### config.mk
export PLATFORM = sky130hd
export DESIGN_NAME = vram_port_arbiter
export DESIGN_NICKNAME = d
export VERILOG_FILES = /design/src/rtl/vram_pkg.sv /design/src/rtl/vram_go_sync.sv /design/src/rtl/vram_port_arbiter.sv
export SDC_FILE = /design/constraint.sdc
export NUM_CORES = 1
export LEC_CHECK = 0
export ABC_AREA = 1
export CAP_MARGIN = 40
export CORE_ASPECT_RATIO = 1.2
export CORE_UTILIZATION = 30
export DETAILED_ROUTE_END_ITERATION = 6
export PLACE_DENSITY = 0.85
export SLEW_MARGIN = 20
export SYNTH_ARGS = -nofsm -noshare
export SYNTH_HDL_FRONTEND = slang
export SYNTH_HIERARCHICAL = 1
export SYNTH_SLANG_ARGS = --single-unit
### constraint.sdc
create_clock -name clk -period 4.7 [get_ports clk]
set_input_delay 0.705 -clock clk [delete_from_list [all_inputs] [get_ports clk]]
set_output_delay 0.705 -clock clk [all_outputs]
set_load 0.03 [all_outputs]
### src/rtl/vram_pkg.sv
// rtl/vram_pkg.sv - shared types and constants for the vector RAM port arbiter
package vram_pkg;

   typedef enum logic [1:0] {IDLE, DRAIN, GO} vramGoState_t;

   localparam logic [15:0] VRAM_BASE  = 16'h2000;
   localparam logic [15:0] VRAM_LIMIT = 16'h4000;

   function automatic logic in_vram_range(input logic [15:0] addr);
      return (addr >= VRAM_BASE) && (addr < VRAM_LIMIT);
   endfunction

endpackage

### src/rtl/vram_go_sync.sv
// rtl/vram_go_sync.sv - holds the CPU go strobe until the store queue has drained
module vram_go_sync
   import vram_pkg::*;
(
   input  logic clk,
   input  logic rst,
   input  logic vggoIn,
   input  logic storeEmpty,
   output logic vgGo,
   output logic draining
);

   vramGoState_t state_q, state_d;

   always_ff @(posedge clk) begin
      if (rst) state_q <= IDLE;
      else     state_q <= state_d;
   end

   // A go strobe seen outside IDLE is dropped, not queued.
   always_comb begin
      state_d = state_q;
      case (state_q)
         IDLE:    if (vggoIn) state_d = DRAIN;
         DRAIN:   if (storeEmpty) state_d = GO;
         GO:      state_d = IDLE;
         default: state_d = IDLE;
      endcase
   end

   always_comb begin
      vgGo     = (state_q == GO);
      draining = (state_q == DRAIN);
   end

endmodule

### src/rtl/vram_port_arbiter.sv
// rtl/vram_port_arbiter.sv - shares the vector BRAM between VG fetch and CPU store drain
module vram_port_arbiter
   import vram_pkg::*;
#(
   parameter int ADDR_W     = 13,
   parameter int MAX_STARVE = 16
) (
   input  logic              clk,
   input  logic              rst,
   input  logic [7:0]        storeData,
   input  logic [15:0]       storeAddr,
   input  logic              storeValid,
   input  logic              storeEmpty,
   output logic              storeCanWrite,
   input  logic              vgReq,
   input  logic [ADDR_W-1:0] vgAddr,
   output logic              vgGnt,
   output logic [7:0]        vgData,
   output logic              vgDataValid,
   input  logic              vggoIn,
   output logic              vgGo,
   output logic [ADDR_W-1:0] bramAddr,
   output logic [7:0]        bramDin,
   output logic              bramWe,
   input  logic [7:0]        bramDout,
   output logic              dropErr
);

   localparam int CNT_W = $clog2(MAX_STARVE + 1);
   localparam logic [CNT_W-1:0] STARVE_MAX = CNT_W'(MAX_STARVE);

   logic [CNT_W-1:0] starve_q, starve_d;
   logic             vgdv_q, vgdv_d;
   logic             drop_q, drop_d;
   logic             draining;
   logic             store_gnt;
   logic             vg_gnt;
   logic             in_range;

   vram_go_sync u_go_sync (
      .clk        (clk),
      .rst        (rst),
      .vggoIn     (vggoIn),
      .storeEmpty (storeEmpty),
      .vgGo       (vgGo),
      .draining   (draining)
   );

   always_comb begin
      in_range  = in_vram_range(storeAddr);
      store_gnt = !rst && !storeEmpty &&
                  (draining || !vgReq || (starve_q == STARVE_MAX));
      vg_gnt    = !rst && vgReq && !store_gnt;

      storeCanWrite = store_gnt;
      vgGnt         = vg_gnt;
      bramWe        = store_gnt && storeValid && in_range;
      bramAddr      = bramWe ? storeAddr[ADDR_W-1:0] : vgAddr;
      bramDin       = storeData;
      vgData        = bramDout;
      vgDataValid   = vgdv_q;
      dropErr       = drop_q;
   end

   // Counts VG wins while stores wait; saturates so the store gets the next slot.
   always_comb begin
      starve_d = starve_q;
      if (store_gnt || storeEmpty)
         starve_d = '0;
      else if (vg_gnt && (starve_q != STARVE_MAX))
         starve_d = starve_q + 1'b1;

      vgdv_d = vg_gnt;
      drop_d = drop_q || (store_gnt && storeValid && !in_range);
   end

   always_ff @(posedge clk) begin
      if (rst) begin
         starve_q <= '0;
         vgdv_q   <= 1'b0;
         drop_q   <= 1'b0;
      end else begin
         starve_q <= starve_d;
         vgdv_q   <= vgdv_d;
         drop_q   <= drop_d;
      end
   end

endmodule

==> impl_metrics.env <==
export IMPL_cts_buffers=3
export IMPL_ir_drop_mv=0.193
export IMPL_ys_seq_area_share_pct=22.7
export IMPL_drt_pass1_iterations=4
export IMPL_cts_num_sinks=9
export IMPL_comb_power_share_pct=36.7
export IMPL_via_per_inst=4.18
export IMPL_final_antenna_net_count=0
export IMPL_start_util_pct=31.4
export IMPL_syn_to_final_growth_pct=57.9
export IMPL_required_ns=3.99
export IMPL_antenna_found_initial=0
export IMPL_yosys_warnings=6
export IMPL_grt_use_total_pct=12.1
export IMPL_switching_share_pct=29.8
export IMPL_power_frac_seq_pct=36.1
export IMPL_drc=0
export IMPL_fmax_mhz=287
export IMPL_rows=20
export IMPL_finalPower_w=0.000224
export IMPL_clkPwrFrac_pct=27.2
export IMPL_rsz0062_at_grt="false"
export IMPL_gp_congestion=0.761
export IMPL_grt_pass1_vias=715
export IMPL_status="completed"
export IMPL_period_minus_slack_ns=3.49
export IMPL_dieArea_um2=2850
export IMPL_port_buffer_count=53
export IMPL_antenna_cells=0
export IMPL_wirelength_mm=1.73
export IMPL_wire_per_inst_um=8.53
export IMPL_end_kind="output port"
export IMPL_p_int_w=0.000157
export IMPL_max_slew_margin_pct=78.7
export IMPL_cts_clk_slew_worst_paths_ns=0.06
export IMPL_p_leak_nw=0.606
export IMPL_setup_viol=0
export IMPL_vias=849
export IMPL_final_cell_mix="nand2_1 (53), clkdlybuf4s50_1 (53), inv_1 (17), nor2_1 (12), dfxtp_1 (9)"
export IMPL_die_w_um=48.9
export IMPL_ctsResizeCount=0
export IMPL_slew_violations=0
export IMPL_core_area_um2=2530
export IMPL_clock_latency_ns=0.27
export IMPL_drt_iter0_drc=18
export IMPL_ys_ff_latch=9
export IMPL_postCtsSetupRepairBufs=0
export IMPL_fin_util_pct=49.6
export IMPL_cts_htree_levels=1
export IMPL_min_path_type="reg -> reg"
export IMPL_layout_nets=224
export IMPL_hpwl_mm=1.43
export IMPL_overflow=0
export IMPL_cts_tree="built"
export IMPL_grt_start_max_net_pins=15
export IMPL_p_per_area_nw_per_um2=179
export IMPL_drive_gt1_share_pct=7.06
export IMPL_crit_fanout=14
export IMPL_period_share_pct=74.2
export IMPL_whs_ns=0.454
export IMPL_p_sw_w=0.0000668
export IMPL_clk_path_buf_depth=2
export IMPL_io_pins=86
export IMPL_clock_root_buffer="clkbuf_4"
export IMPL_maxCapViolCount=0
export IMPL_dieHeight_um=58.3
export IMPL_grt_pass1_wl_mm=2.77
export IMPL_yosys_cell_types_count=18
export IMPL_setup_total_negative_slack_ns=0
export IMPL_crit_arrival_ns=2.78
export IMPL_avgSynthCellArea_um2=6.06
export IMPL_syn_nets=184
export IMPL_cts_hold_buf=0
export IMPL_fin_skew_ns=0.00325
export IMPL_hold_viol=0
export IMPL_synth_area_um2=793
export IMPL_worstMarginPinSlew_ns=0.319
export IMPL_postSynthCellCount=131
export IMPL_cp_start_kind="input port"
export IMPL_criticalPathCategory="in -> out"
[critical path: stages]
cell and delay, ns:
clkdlybuf4s50_1 0.48, nor2_1 0.27, nand2_4 0.12, inv_4 0.08, nand3_4 0.15, inv_4 0.18, nand2_1 0.07, nand2_1 0.06
clkdlybuf4s50_1 0.67
[per-layer routing]
layer	share of wire (%)	vias up	global-route usage, %
li1	-	454	-
met1	41	351	14.3
met2	50	38	19.8
met3	6.5	6	3.10
met4	1.9	0	7.14
met5	0	-	0
[synthesized netlist by cell type]
| cell | count | area share [%] |
|---|---|---|
| nand2_4 | 1 | 1.4 |
| buf_4 | 17 | 16 |
| inv_1 | 17 | 8.0 |
| nand2_2 | 2 | 1.6 |
| nor2_1 | 12 | 5.7 |
| dfxtp_1 | 9 | 23 |
| inv_4 | 2 | 1.6 |
| ha_1 | 2 | 3.2 |
| nand3_4 | 1 | 2.2 |
| nand4_1 | 2 | 1.6 |
| nand2_1 | 53 | 25 |
| xor2_1 | 1 | 1.1 |
| o2111ai_1 | 1 | 1.1 |
| buf_6 | 1 | 1.4 |
| nand3_1 | 5 | 3.2 |
| a21oi_1 | 2 | 1.3 |
| nor2_2 | 2 | 1.6 |
| nor3_2 | 1 | 1.3 |
[cell families (layout without fill, tap and decap cells)]
logic type / after synthesis / count (layout) / share of synthesized area [%]
buf+inv: 37 / 76 / 27.1
fa+ha+maj: 2 / 2 / 3.15
flops: 9 / 9 / 22.7
compound gates: 3 / 3 / 2.37
simple gates: 79 / 79 / 43.5
xor+xnor: 1 / 1 / 1.10
[power groups by stage]
stage	sequential [W]	combinational [W]	clock [W]
6_report	0.0000808	0.0000822	0.0000608
5_1_grt	0.0000813	0.0000886	0.0000645
4_1_cts	0.0000809	0.0000829	0.0000626
3_5_place_dp	0.0000826	0.0000826	0
3_3_place_gp	0.0000826	0.0000823	0
2_1_floorplan	0.0000839	0.0000592	0
[sequential cells by signal, indices dropped and copies added (netlist names)]
name and flops:
dropErr 1, starve_q 5, u_go_sync/state_q 2, vgDataValid 1
[layout make-up]
cell class	count	area, µm²
Timing Repair Buffer	53	531
Clock buffer	4	26.3
Inverter	19	76.3
Sequential cell	9	180
Tap cell	33	41.3
Multi-Input combinational cell	85	398
Fill cell	248	1270
[stage by stage]
step           instance area (µm²)  std cells  setup WS (ns)
3_3_place_gp                  1230        199           1.21
4_1_cts                       1250        203           1.18
3_5_place_dp                  1230        199           1.19
2_1_floorplan                  793        131           2.22
6_report                      1250        203           1.21
5_1_grt                       1250        203           1.01
[path summary, 6_finish.rpt]
path | start | endpoint | slack [ns] | cells after the start
setup reg to reg | starve_q[0] | starve_q[0] | 3.28 | 12
setup / recovery | rst | bramAddr[8] | 1.21 | 9
hold reg to reg | dropErr | dropErr | 0.45 | 2
hold / removal | dropErr | dropErr | 0.45 | 2
No activity file was read; power rests on OpenSTA's default activity.
